$ cat src/rtl/stopwatch_ctrl_if.sv
// ----------------------------------------------------------------------------
// stopwatch_ctrl_if
// Link between the stopwatch control stage and the 4-digit BCD down counter.
//   en       : decrement strobe, controller -> counter
//   rst      : one-cycle active-high reload pulse, controller -> counter
//   cnt_zero : counter shows all zeros, counter -> controller
// Modports: master = control stage, slave = counter.
// ----------------------------------------------------------------------------
interface stopwatch_ctrl_if;
    logic en;
    logic rst;
    logic cnt_zero;

    modport master (output en, output rst, input cnt_zero);
    modport slave  (input en, input rst, output cnt_zero);
endinterface

$ cat src/rtl/stopwatch_ctrl.sv
// ----------------------------------------------------------------------------
// stopwatch_ctrl
// Turns two raw push-buttons and a 1 Hz strobe into the down counter's
// decrement strobe and reload pulse. Each button is synchronized, debounced
// on sample_tick and turned into a one-clk press event. A run/pause/done FSM
// gates sec_tick so the counter decrements once per second while running and
// stops at zero.
//
// Ports:
//   clk          in   single clock
//   rst_n        in   synchronous active-low reset
//   sample_tick  in   debounce sampling strobe (one clk wide)
//   sec_tick     in   1 Hz count strobe (one clk wide)
//   pb_start     in   raw start/pause button, asynchronous, active-high
//   pb_reset     in   raw reset button, asynchronous, active-high
//   cnt_if       master modport: en/rst out, cnt_zero in
//   state        out  FSM state: IDLE=0, RUN=1, PAUSE=2, DONE=3
//
// Parameters:
//   DB_LEN        debounce depth in consecutive equal samples (>= 2)
//   HOLD_SAMPLES  sample_tick count that makes a long press
//
// Optional feature macro: STOPWATCH_LONG_PRESS_EN
//   When defined, holding start for HOLD_SAMPLES samples after it debounces
//   issues one reset event, exactly as if the reset button had been pressed.
// ----------------------------------------------------------------------------
module stopwatch_ctrl #(
    parameter int DB_LEN       = 4,
    parameter int HOLD_SAMPLES = 16
) (
    input  logic                    clk,
    input  logic                    rst_n,
    input  logic                    sample_tick,
    input  logic                    sec_tick,
    input  logic                    pb_start,
    input  logic                    pb_reset,
    stopwatch_ctrl_if.master        cnt_if,
    output logic [1:0]              state
);

    localparam logic [1:0] ST_IDLE  = 2'd0;
    localparam logic [1:0] ST_RUN   = 2'd1;
    localparam logic [1:0] ST_PAUSE = 2'd2;
    localparam logic [1:0] ST_DONE  = 2'd3;

    // Bit 0 = start button, bit 1 = reset button.
    logic [1:0]        pb_raw;
    logic [1:0]        sync_p0;
    logic [1:0]        sync_p1;
    logic [DB_LEN-1:0] db_sh     [2];
    logic [DB_LEN-1:0] db_sh_nxt [2];
    logic [1:0]        db_lvl;
    logic [1:0]        db_lvl_d;
    logic [1:0]        ev;
    logic              start_ev;
    logic              reset_ev;
    logic              long_ev;
    logic              any_reset;
    logic [1:0]        state_nxt;
    logic              rst_q;

    assign pb_raw = {pb_reset, pb_start};

    // ---- Synchronizer stage
    always_ff @(posedge clk) begin
        if (!rst_n) begin
            sync_p0 <= '0;
            sync_p1 <= '0;
        end else begin
            sync_p0 <= pb_raw;
            sync_p1 <= sync_p0;
        end
    end

    // ---- Debounce stage
    // The level is decided on the post-shift value so it flips on the same
    // clk as the DB_LEN-th agreeing sample.
    always_comb begin
        for (int b = 0; b < 2; b++) begin
            db_sh_nxt[b] = {db_sh[b][DB_LEN-2:0], sync_p1[b]};
        end
    end

    always_ff @(posedge clk) begin
        if (!rst_n) begin
            for (int b = 0; b < 2; b++) begin
                db_sh[b] <= '0;
            end
            db_lvl <= '0;
        end else if (sample_tick) begin
            for (int b = 0; b < 2; b++) begin
                db_sh[b] <= db_sh_nxt[b];
                if (&db_sh_nxt[b]) begin
                    db_lvl[b] <= 1'b1;
                end else if (~|db_sh_nxt[b]) begin
                    db_lvl[b] <= 1'b0;
                end
            end
        end
    end

    // ---- One-shot stage
    always_ff @(posedge clk) begin
        if (!rst_n) begin
            db_lvl_d <= '0;
            ev       <= '0;
        end else begin
            db_lvl_d <= db_lvl;
            ev       <= db_lvl & ~db_lvl_d;
        end
    end

    assign start_ev = ev[0];
    assign reset_ev = ev[1];

`ifdef STOPWATCH_LONG_PRESS_EN
    // ---- Long-press stage
    // Counts samples while debounced start is held; saturates at
    // HOLD_SAMPLES so a single hold yields a single reset.
    localparam int HOLD_W = $clog2(HOLD_SAMPLES + 1);

    logic [HOLD_W-1:0] hold_cnt;

    always_ff @(posedge clk) begin
        if (!rst_n) begin
            hold_cnt <= '0;
            long_ev  <= 1'b0;
        end else begin
            long_ev <= 1'b0;
            if (!db_lvl[0]) begin
                hold_cnt <= '0;
            end else if (sample_tick && (hold_cnt != HOLD_W'(HOLD_SAMPLES))) begin
                hold_cnt <= hold_cnt + 1'b1;
                long_ev  <= (hold_cnt == HOLD_W'(HOLD_SAMPLES - 1));
            end
        end
    end
`else
    assign long_ev = 1'b0;
`endif

    assign any_reset = reset_ev | long_ev;

    // ---- FSM stage
    // Reset wins over everything; reaching zero in RUN wins over start.
    always_comb begin
        state_nxt = state;
        if (any_reset) begin
            state_nxt = ST_IDLE;
        end else begin
            case (state)
                ST_IDLE:  if (start_ev) state_nxt = ST_RUN;
                ST_RUN: begin
                    if (cnt_if.cnt_zero)  state_nxt = ST_DONE;
                    else if (start_ev)    state_nxt = ST_PAUSE;
                end
                ST_PAUSE: if (start_ev) state_nxt = ST_RUN;
                default:  state_nxt = state;
            endcase
        end
    end

    // rst_n does not pulse rst: the counter sees rst_n itself.
    always_ff @(posedge clk) begin
        if (!rst_n) begin
            state <= ST_IDLE;
            rst_q <= 1'b0;
        end else begin
            state <= state_nxt;
            rst_q <= any_reset;
        end
    end

    assign cnt_if.rst = rst_q;
    assign cnt_if.en  = (state == ST_RUN) & sec_tick & ~cnt_if.cnt_zero;

endmodule
$ cat src/flat_wrapper.sv
// flat-port wrapper written by rule: the top's interface ports become plain ports
module stopwatch_ctrl_flat 
#(
    parameter int DB_LEN       = 4,
    parameter int HOLD_SAMPLES = 16
)
  (clk, rst_n, sample_tick, sec_tick, pb_start, pb_reset, state, cnt_if_en, cnt_if_rst, cnt_if_cnt_zero);
  stopwatch_ctrl_if cnt_if_i ();
  input  logic clk;
  input  logic rst_n;
  input  logic sample_tick;
  input  logic sec_tick;
  input  logic pb_start;
  input  logic pb_reset;
  output logic [1:0] state;
  output wire logic [$bits(cnt_if_i.en)-1:0] cnt_if_en;
  output wire logic [$bits(cnt_if_i.rst)-1:0] cnt_if_rst;
  input wire logic [$bits(cnt_if_i.cnt_zero)-1:0] cnt_if_cnt_zero;
  assign cnt_if_en = cnt_if_i.en;
  assign cnt_if_rst = cnt_if_i.rst;
  assign cnt_if_i.cnt_zero = cnt_if_cnt_zero;
  stopwatch_ctrl #(.DB_LEN(DB_LEN), .HOLD_SAMPLES(HOLD_SAMPLES)) u_core (.clk(clk), .rst_n(rst_n), .sample_tick(sample_tick), .sec_tick(sec_tick), .pb_start(pb_start), .pb_reset(pb_reset), .cnt_if(cnt_if_i), .state(state));
endmodule
$ cat config.mk
export PLATFORM = sky130hd
export DESIGN_NAME = stopwatch_ctrl_flat
export DESIGN_NICKNAME = d
export VERILOG_FILES = /design/src/rtl/stopwatch_ctrl_if.sv /design/src/rtl/stopwatch_ctrl.sv /design/src/flat_wrapper.sv
export SDC_FILE = /design/constraint.sdc
export NUM_CORES = 1
export LEC_CHECK = 0
export CAP_MARGIN = 25
export CORE_AREA = 3 3 40 42
export DETAILED_ROUTE_END_ITERATION = 16
export DIE_AREA = 0 0 43 45
export PLACE_DENSITY_LB_ADDON = 0.05
export REMOVE_ABC_BUFFERS = 1
export SYNTH_ARGS = -nofsm -noshare
export SYNTH_HDL_FRONTEND = slang
export SYNTH_SLANG_ARGS = --single-unit
$ cat constraint.sdc
create_clock -name clk -period 2.7 [get_ports clk]
set_clock_uncertainty 0.05 [all_clocks]
set_input_delay 0.27 -clock clk [delete_from_list [all_inputs] [get_ports clk]]
set_output_delay 0.27 -clock clk [all_outputs]
set_load 0.005 [all_outputs]
[Word-level counts from Yosys, hierarchy flattened]
Memories as Yosys holds them, arrays and structs flattened.
Index checks and enable logic that the tools add are counted.
Storage, ports and cells
  memories: 1
  word-level logic and storage cells: 48
  bits in registers: 13
  input bits: 7
  memory bits (writable): 8
Cells by class
  reductions and logical operators: 11
  equal/unequal tests: 6
  bitwise logic cells: 8
  mux-type cells: 14
Memories
  u_core.db_sh: depth 2, width 4, rd ports 2, clocked after memory_dff 0, wr ports 2, RTL line stopwatch_ctrl.sv:50  | logic [DB_LEN-1:0] db_sh [2];
Operators with widths (count)
  1-bit two-way mux: 8
  4-bit two-way mux: 2
  4-bit AND reduction: 2
  4-bit OR reduction: 2
  2-bit two-way mux: 3
  2-bit by 1-bit != test with 1-bit output, second input constant: 3
  2-bit case mux with 2 select lines: 1
  2-bit AND reduction: 2
  2-bit OR reduction: 2
  3-bit by 2-bit != test with 1-bit output, second input constant: 1
  3-bit AND reduction: 1
  1-bit AND: 2
  2-bit AND: 1
  2-bit by 1-bit equality test with 1-bit output, second input constant: 1
  2-bit equality test, second input constant: 1
  2-bit zero test: 1
  1-bit inverter: 2
  2-bit inverter: 1
  1-bit OR: 2
  2-bit nonzero test: 1

[Depth between registers and ports, before layout]
Gate-level depths: netlist of run 1.
  depth in word-level cells: 4
  mapped depth: 3
  mapped depth without buffers: 3

[Worst setup path after synthesis of run 1]
OpenSTA, ideal clock, no wires.
  path kind: reg2reg
  from: memory u_core.db_sh[0][0]
  to: register u_core.db_lvl[0]
  slack: 1.613 ns
  library setup time: 0.116 ns
  period minus slack after synthesis: 1.087 ns
  required time: 2.534 ns
  path buffers: 0
  arrival: 0.920 ns
  stages on the path, launching flop included: 4
  cell sequence: edfxtp_1 nor4_2 a21oi_1 a41o_1
RTL lines
  from (decl): RTL line stopwatch_ctrl.sv:50
  to (signal assigned): RTL line stopwatch_ctrl.sv:89  | db_lvl <= '0;
  to (signal, indexed assignment): RTL line stopwatch_ctrl.sv:94  | db_lvl[b] <= 1'b1;
  to (signal, indexed assignment): RTL line stopwatch_ctrl.sv:96  | db_lvl[b] <= 1'b0;
  to (decl): RTL line stopwatch_ctrl.sv:52  | logic [1:0] db_lvl;

[Worst setup path in the final report of run 1]
  from: input port cnt_if_cnt_zero
  to: output port cnt_if_en
On the way
  cells in the longest elaborated chain, start to end: 2
RTL lines
  from (decl): RTL line flat_wrapper.sv:18  | input wire logic [$bits(cnt_if_i.cnt_zero)-1:0] cnt_if_cnt_zero;
  1-bit inverter: RTL line stopwatch_ctrl.sv:175  | assign cnt_if.en = (state == ST_RUN) & sec_tick & ~cnt_if.cnt_zero;
  1-bit AND: RTL line stopwatch_ctrl.sv:175
  to (decl): RTL line flat_wrapper.sv:16  | output wire logic [$bits(cnt_if_i.en)-1:0] cnt_if_en;
Every way passes these cells.

==> results of run 1 <==
## cells by family (layout without fill, tap and decap cells)
family | after synthesis | after routing | share of synthesized area
buffers and inverters | 3 | 16 | 0.0175
DFF | 19 | 19 | 0.686
and+or+nand+nor | 22 | 22 | 0.214
AOI/OAI and AO/OA | 8 | 8 | 0.0819
## worst max-delay path: cells and delay by family
kind                   cells  cell delay [ns]
AND/OR/NAND/NOR            2             0.39
buffers and inverters      2             0.91
## flip-flops by register name, indices dropped and copies added (netlist names)
name and cells:
u_core.db_lvl 2, u_core.sync_p0 2, u_core.sync_p1 2, u_core.cnt_if.rst 1, u_core.state 2, u_core.db_lvl_d 2
u_core.ev 2, u_core.db_sh 6
## per-layer routing
| metal | share of wire | vias up |
|---|---|---|
| met4 | 0.0084 | 0 |
| met1 | 0.46 | 201 |
| met3 | 0.056 | 2 |
| met5 | 0 | - |
| li1 | - | 211 |
| met2 | 0.47 | 11 |
## through the flow
stage	cell area, um2	hold WS [ns]	instances	worst slack (ns)
2_1_floorplan	638	0.318	51	1.61
3_3_place_gp	757	0.324	76	0.851
3_5_place_dp	757	0.323	76	0.801
4_1_cts	783	0.344	80	0.796
5_1_grt	783	0.355	80	0.690
6_report	783	0.344	80	0.813
## power groups by stage
stage	Clock, W	Combinational (W)	Sequential (W)
2_1_floorplan	0	0.00000816	0.000312
3_3_place_gp	0	0.0000213	0.000314
3_5_place_dp	0	0.0000215	0.000314
4_1_cts	0.000143	0.0000216	0.000307
5_1_grt	0.000152	0.0000235	0.000308
6_report	0.000136	0.0000213	0.000307
## cell usage in the layout, fill, tap and decap left out, types with 2 or more instances in the layout
master / instances
nor2_1: 2
and2_1: 6
and3_1: 4
dfxtp_1: 13
o21ai_0: 2
clkbuf_4: 3
and3_2: 2
inv_1: 2
edfxtp_1: 6
nand2_1: 2
a21oi_1: 3
clkdlybuf4s50_1: 10
a41o_1: 2
nand2b_1: 2
## path summary, 6_finish.rpt
kind,startpoint,end,depth (start not counted)
setup / recovery,cnt_if_cnt_zero,cnt_if_en,4
hold / removal,u_core.db_lvl_d[0],u_core.ev[0],1
setup reg to reg,u_core.db_sh[0][0],u_core.db_lvl[0],3
hold reg to reg,u_core.db_lvl_d[0],u_core.ev[0],1
## area by class of cell
| cell class | count | area (um2) |
|---|---|---|
| Clock buffer | 4 | 26.3 |
| Tap cell | 15 | 18.8 |
| Multi-Input combinational cell | 30 | 190 |
| Fill cell | 119 | 502 |
| Inverter | 2 | 7.51 |
| Timing Repair Buffer | 10 | 100 |
| Sequential cell | 19 | 440 |
==> flow_summary.yaml, run 1 <==
status:
  status: "finished, final reports clean"
clock_tree:
  cts.sink_count: 19
  ctsResizeCount: 0
  cts_buffer_depth: 2
  cts_buffers: 3
  clk_latency_ns: 0.29
  cts_tree: "built"
  root_buffer: "clkbuf_4"
  cts.hold.buffers_added: 0
  clk_pin_slew_worst_paths_ns: 0.10
  cts_setup_buffers: 0
  h-tree-depth: 1
synthesis:
  yosysWarningCount: 0
  avgSynthCellArea_um2: 12.3
  synth_seq_area_share: 0.686
  synth_top_cell_by_area: "dfxtp_1"
  ys_ff_latch: 19
  synth_commonest_cells: "dfxtp_1 (13), and2_1 (6), edfxtp_1 (6), and3_1 (4), a21oi_1 (3)"
  syn_inst: 52
  syn_area_um2: 642
  yosysMostFrequentCell: "dfxtp_1"
  ys_types: 18
  yosys-top-cells-area: "dfxtp_1 (41%), edfxtp_1 (28%), and2_1 (5.8%)"
  ys.flop_type: "dfxtp_1"
  async_flop_share: 0
  synth-edff-count: 6
  synth.top_cell.area_share: 0.405
setup_path:
  cp-end-kind: "output port"
  crit_top_cell: "clkdlybuf4s50_1"
  worstSetupStartpointType: "primary input"
  cp_cell_sequence: "clkdlybuf4s50_1 > nor3b_1 > and2_1 > clkdlybuf4s50_1"
  cp_max_fo: 2
  path_class: "in2out"
  required_ns: 2.38
  slowest_delay_ns: 0.49
  r2r_slack_ns: 1.55
  critPathSlowestCell: "clkdlybuf4s50_1"
  worstPathArrival_ns: 1.57
die:
  dieArea_um2: 1940
  die_w_um: 43
  start_util: 0.500
  fp-row-count: 13
  ios: 11
  core_um2: 1280
  fp.dieH_um: 45
power_and_ir_drop:
  pwr-share-seq: 0.661
  finalPower_w: 0.000465
  power_frac_comb: 0.046
  power.density_nw_per_um2: 593
  power_frac_clock: 0.293
  p_sw_frac: 0.198
  p_sw_w: 0.0000921
  leakage_nw: 0.348
  worst_ir_drop_vdd_uv: 346
  p_int_w: 0.000373
global_routing:
  antenna_found_initial: 0
  grt.busiest_layer: "met2"
  grt_usage: 0.115
  grt_pass1_vias: 427
  grt-ovfl-total: 0
  use_met1: 0.135
  grt_max_degree: 16
  grt_pass1_wl_mm: 1.65
  grt_use_met2: 0.183
  use_met3: 0.0398
layout:
  syn_to_final_growth_pct: 22.0
  postLayoutCoreUtil: 0.610
  nets: 73
  drive_gt1_frac: 0.0923
  diodes: 0
timing:
  drv_slew: 0
  setup_viol: 0
  tightest_slew_ns: 0.405
  max-slew-margin-rel: 0.729
  fin_crit_ns: 1.89
  fin_crit_sh: 0.699
  fin_setup_tns_ns: 0
  rsz0062_at_grt: "no"
  hold_viol_final: 0
  clock.fmax_ghz: 0.530
detailed_routing:
  drtIter0Drc: 7
  vias: 425
  avgViaCountPerCell: 5.31
  first_pass_iters: 4
  drcViolationCount: 0
  routed_wl_um: 951
  wl_per_cell_um: 11.9
  drtAntennaViolNets: 0
placement:
  gp_congestion: 0.637
  dp_hpwl_um: 683
  portBuffers: 10
worst_hold_path:
  hold_path_class: "reg2reg"
flow_run:
  cap_violations: 0
No activity file was read; power rests on OpenSTA's default activity.
==> run 2, diff against run 1 <==
--- a/config.mk
+++ b/config.mk
@@ -6,9 +6,9 @@
 export NUM_CORES = 1
 export LEC_CHECK = 0
 export CAP_MARGIN = 25
-export CORE_AREA = 3 3 40 42
+export CORE_MARGIN = 3
+export CORE_UTILIZATION = 43
 export DETAILED_ROUTE_END_ITERATION = 16
-export DIE_AREA = 0 0 43 45
 export PLACE_DENSITY_LB_ADDON = 0.05
 export REMOVE_ABC_BUFFERS = 1
 export SYNTH_ARGS = -nofsm -noshare
==> constraint.sdc (replaced) <==
create_clock -name clk -period 1.5 [get_ports clk]
set_clock_uncertainty 0.05 [all_clocks]
set_input_delay 0.15 -clock clk [delete_from_list [all_inputs] [get_ports clk]]
set_output_delay 0.15 -clock clk [all_outputs]
set_load 0.005 [all_outputs]
==> run 2 against run 1 <==
  * Clock power increased by 74%
  * First-iteration DRC count increased by 29%
  * Global-route usage increased by 0.46 points
  * Register-to-register slack got worse by 1.3 ns
  * Utilization increased by 2.0 points
  * Final area increased by 8.5%
  * Combinational power increased by 100%
  * Critical endpoint is now state[1]
  * Largest cell class unchanged
==> flow_summary.yaml, run 2 (synthesis results as in run 1) <==
status:
  status: "finished, final reports clean"
timing:
  rsz0062_at_grt: "no"
  fin_crit_ns: 1.42
  clock.fmax_ghz: 0.706
  fin_crit_sh: 0.944
  drv_slew: 0
  tightest_slew_ns: 0.384
  hold_viol_final: 0
  setup_viol: 0
  max-slew-margin-rel: 0.743
power_and_ir_drop:
  leakage_nw: 0.396
  worst_ir_drop_vdd_uv: 753
  power.density_nw_per_um2: 981
  finalPower_w: 0.000834
detailed_routing:
  drcViolationCount: 0
  routed_wl_mm: 1.03
  drtAntennaViolNets: 0
  first_pass_iters: 2
  avgViaCountPerCell: 5.01
  vias: 441
  wl_per_cell_um: 11.7
  drtIter0Drc: 9
die:
  dieArea_um2: 1990
  start_util: 0.475
  fp.dieH_um: 44.6
  fp-row-count: 13
  die_w_um: 44.6
  ios: 11
  core_um2: 1350
global_routing:
  antenna_found_initial: 0
  grt_pass1_vias: 451
  grt_usage: 0.120
  grt-ovfl-total: 0
  grt_use_met2: 0.192
  grt_max_degree: 14
  grt_pass1_wl_mm: 1.79
  use_met1: 0.159
  use_met3: 0.0285
  grt.busiest_layer: "met2"
clock_tree:
  clk_latency_ns: 0.28
  cts_tree: "built"
  root_buffer: "clkbuf_4"
  h-tree-depth: 1
  cts_buffer_depth: 2
  clk_pin_slew_worst_paths_ns: 0.09
  cts.hold.buffers_added: 0
  cts_buffers: 3
  cts.sink_count: 19
layout:
  drive_gt1_frac: 0.233
  multi_input_area_um2: 195
  regArea_um2: 443
  largest_reg_flops: 6
  instances_no_fill: 88
  regMostFlops: "u_core.db_sh"
  design_area_um2: 850
  fillers: 115
  diodes: 0
  syn_to_final_growth_pct: 32.4
  mostFrequentLayoutCells: "dfxtp_1 (11), clkdlybuf4s50_1 (9), buf_4 (8), and2_1 (6), edfxtp_1 (6)"
  final_common_cell: "dfxtp_1"
  nets: 81
placement:
  placed_area_um2: 802
  dp_hpwl_um: 741
  gp_congestion: 0.643
  dpl.cell_count: 82
  portBuffers: 10
worst_hold_path:
  hold_start: "u_core.db_lvl_d[0]"
  hold_path_class: "reg2reg"
  hold-path-endpoint: "u_core.ev[0]"
  hold_depth: 1
setup_path:
  reg2reg_from: "u_core.db_sh[0][0]"
  r2r-end: "u_core.db_lvl[0]"
  worstSetupStartpointType: "flop"
  cp-end-kind: "output port"
  required_ns: 1.30
  worstPathArrival_ns: 1.22
  r2r_slack_ns: 0.30
  path_class: "reg2out"
  reg2regPathDepth: 3
  cp_max_fo: 2
flow_run:
  cap_violations: 0
-- run 2: changes by cell type in the layout (fill, tap and decap cells not counted) --
| cell | previous run | this run |
|---|---|---|
| clkdlybuf4s50_1 | 10 | 9 |
| nor3b_2 | 0 | 1 |
| dfxtp_1 | 13 | 11 |
| dlygate4sd2_1 | 0 | 1 |
| dfxtp_2 | 0 | 2 |
| nor3b_1 | 1 | 0 |
| buf_4 | 0 | 8 |
-- run 2: worst max-delay path by stage --
| stage | startpoint | to | slack (ns) |
|---|---|---|---|
| after floorplan | u_core.db_sh[0][0] | u_core.db_lvl[0] | 0.41 |
| after global placement | cnt_if_cnt_zero | cnt_if_en | -0.11 |
| after detailed placement | cnt_if_cnt_zero | cnt_if_en | -0.16 |
| after CTS | u_core.state[1] | state[1] | 0.08 |
| after global routing | u_core.state[0] | cnt_if_en | 0.04 |
| final | u_core.state[1] | state[1] | 0.08 |
-- run 2: where the power goes --
part	switching, W	internal [W]	total [W]	leakage [nW]
logic	0.0000172	0.0000263	0.0000435	0.208
clock network	0.000134	0.000103	0.000237	0.0150
registers	0.00000883	0.000544	0.000553	0.173
total	0.000160	0.000674	0.000834	0.396
-- run 2: stage by stage --
stage	TNS (ns)	hold slack, ns	setup WS (ns)	utilization
2_1_floorplan	0	0.222	0.413	-
3_3_place_gp	-0.109	0.322	-0.109	0.594
3_5_place_dp	-0.163	0.326	-0.163	0.594
4_1_cts	0	0.341	0.0753	0.629
5_1_grt	0	0.348	0.0351	0.629
6_report	0	0.337	0.0836	0.629
-- run 2: layer usage --
| layer | routed length (um) | vias to the layer above |
|---|---|---|
| met4 | 0 | 0 |
| met2 | 498 | 9 |
| met3 | 56 | 0 |
| met5 | 0 | - |
| met1 | 476 | 206 |
| li1 | - | 226 |
-- run 2: what timing repair did --
action | in CTS | in global routing
setup buffers | 2 | 0
resized for setup | 4 | 0
setup endpoints to repair | 1 | 0
-- run 2: worst max-delay path, stage by stage, from the launching register on --
cell and delay, ns:
dfxtp_2 0.35, buf_4 0.11, clkdlybuf4s50_1 0.48
-- run 2: area by class of cell --
cell class                 instances  area share
inverter                           2     0.00884
clock buffer                       4      0.0309
tap                               15      0.0221
multi-input combinational         30       0.230
sequential                        19       0.521
timing repair buffer              18       0.187
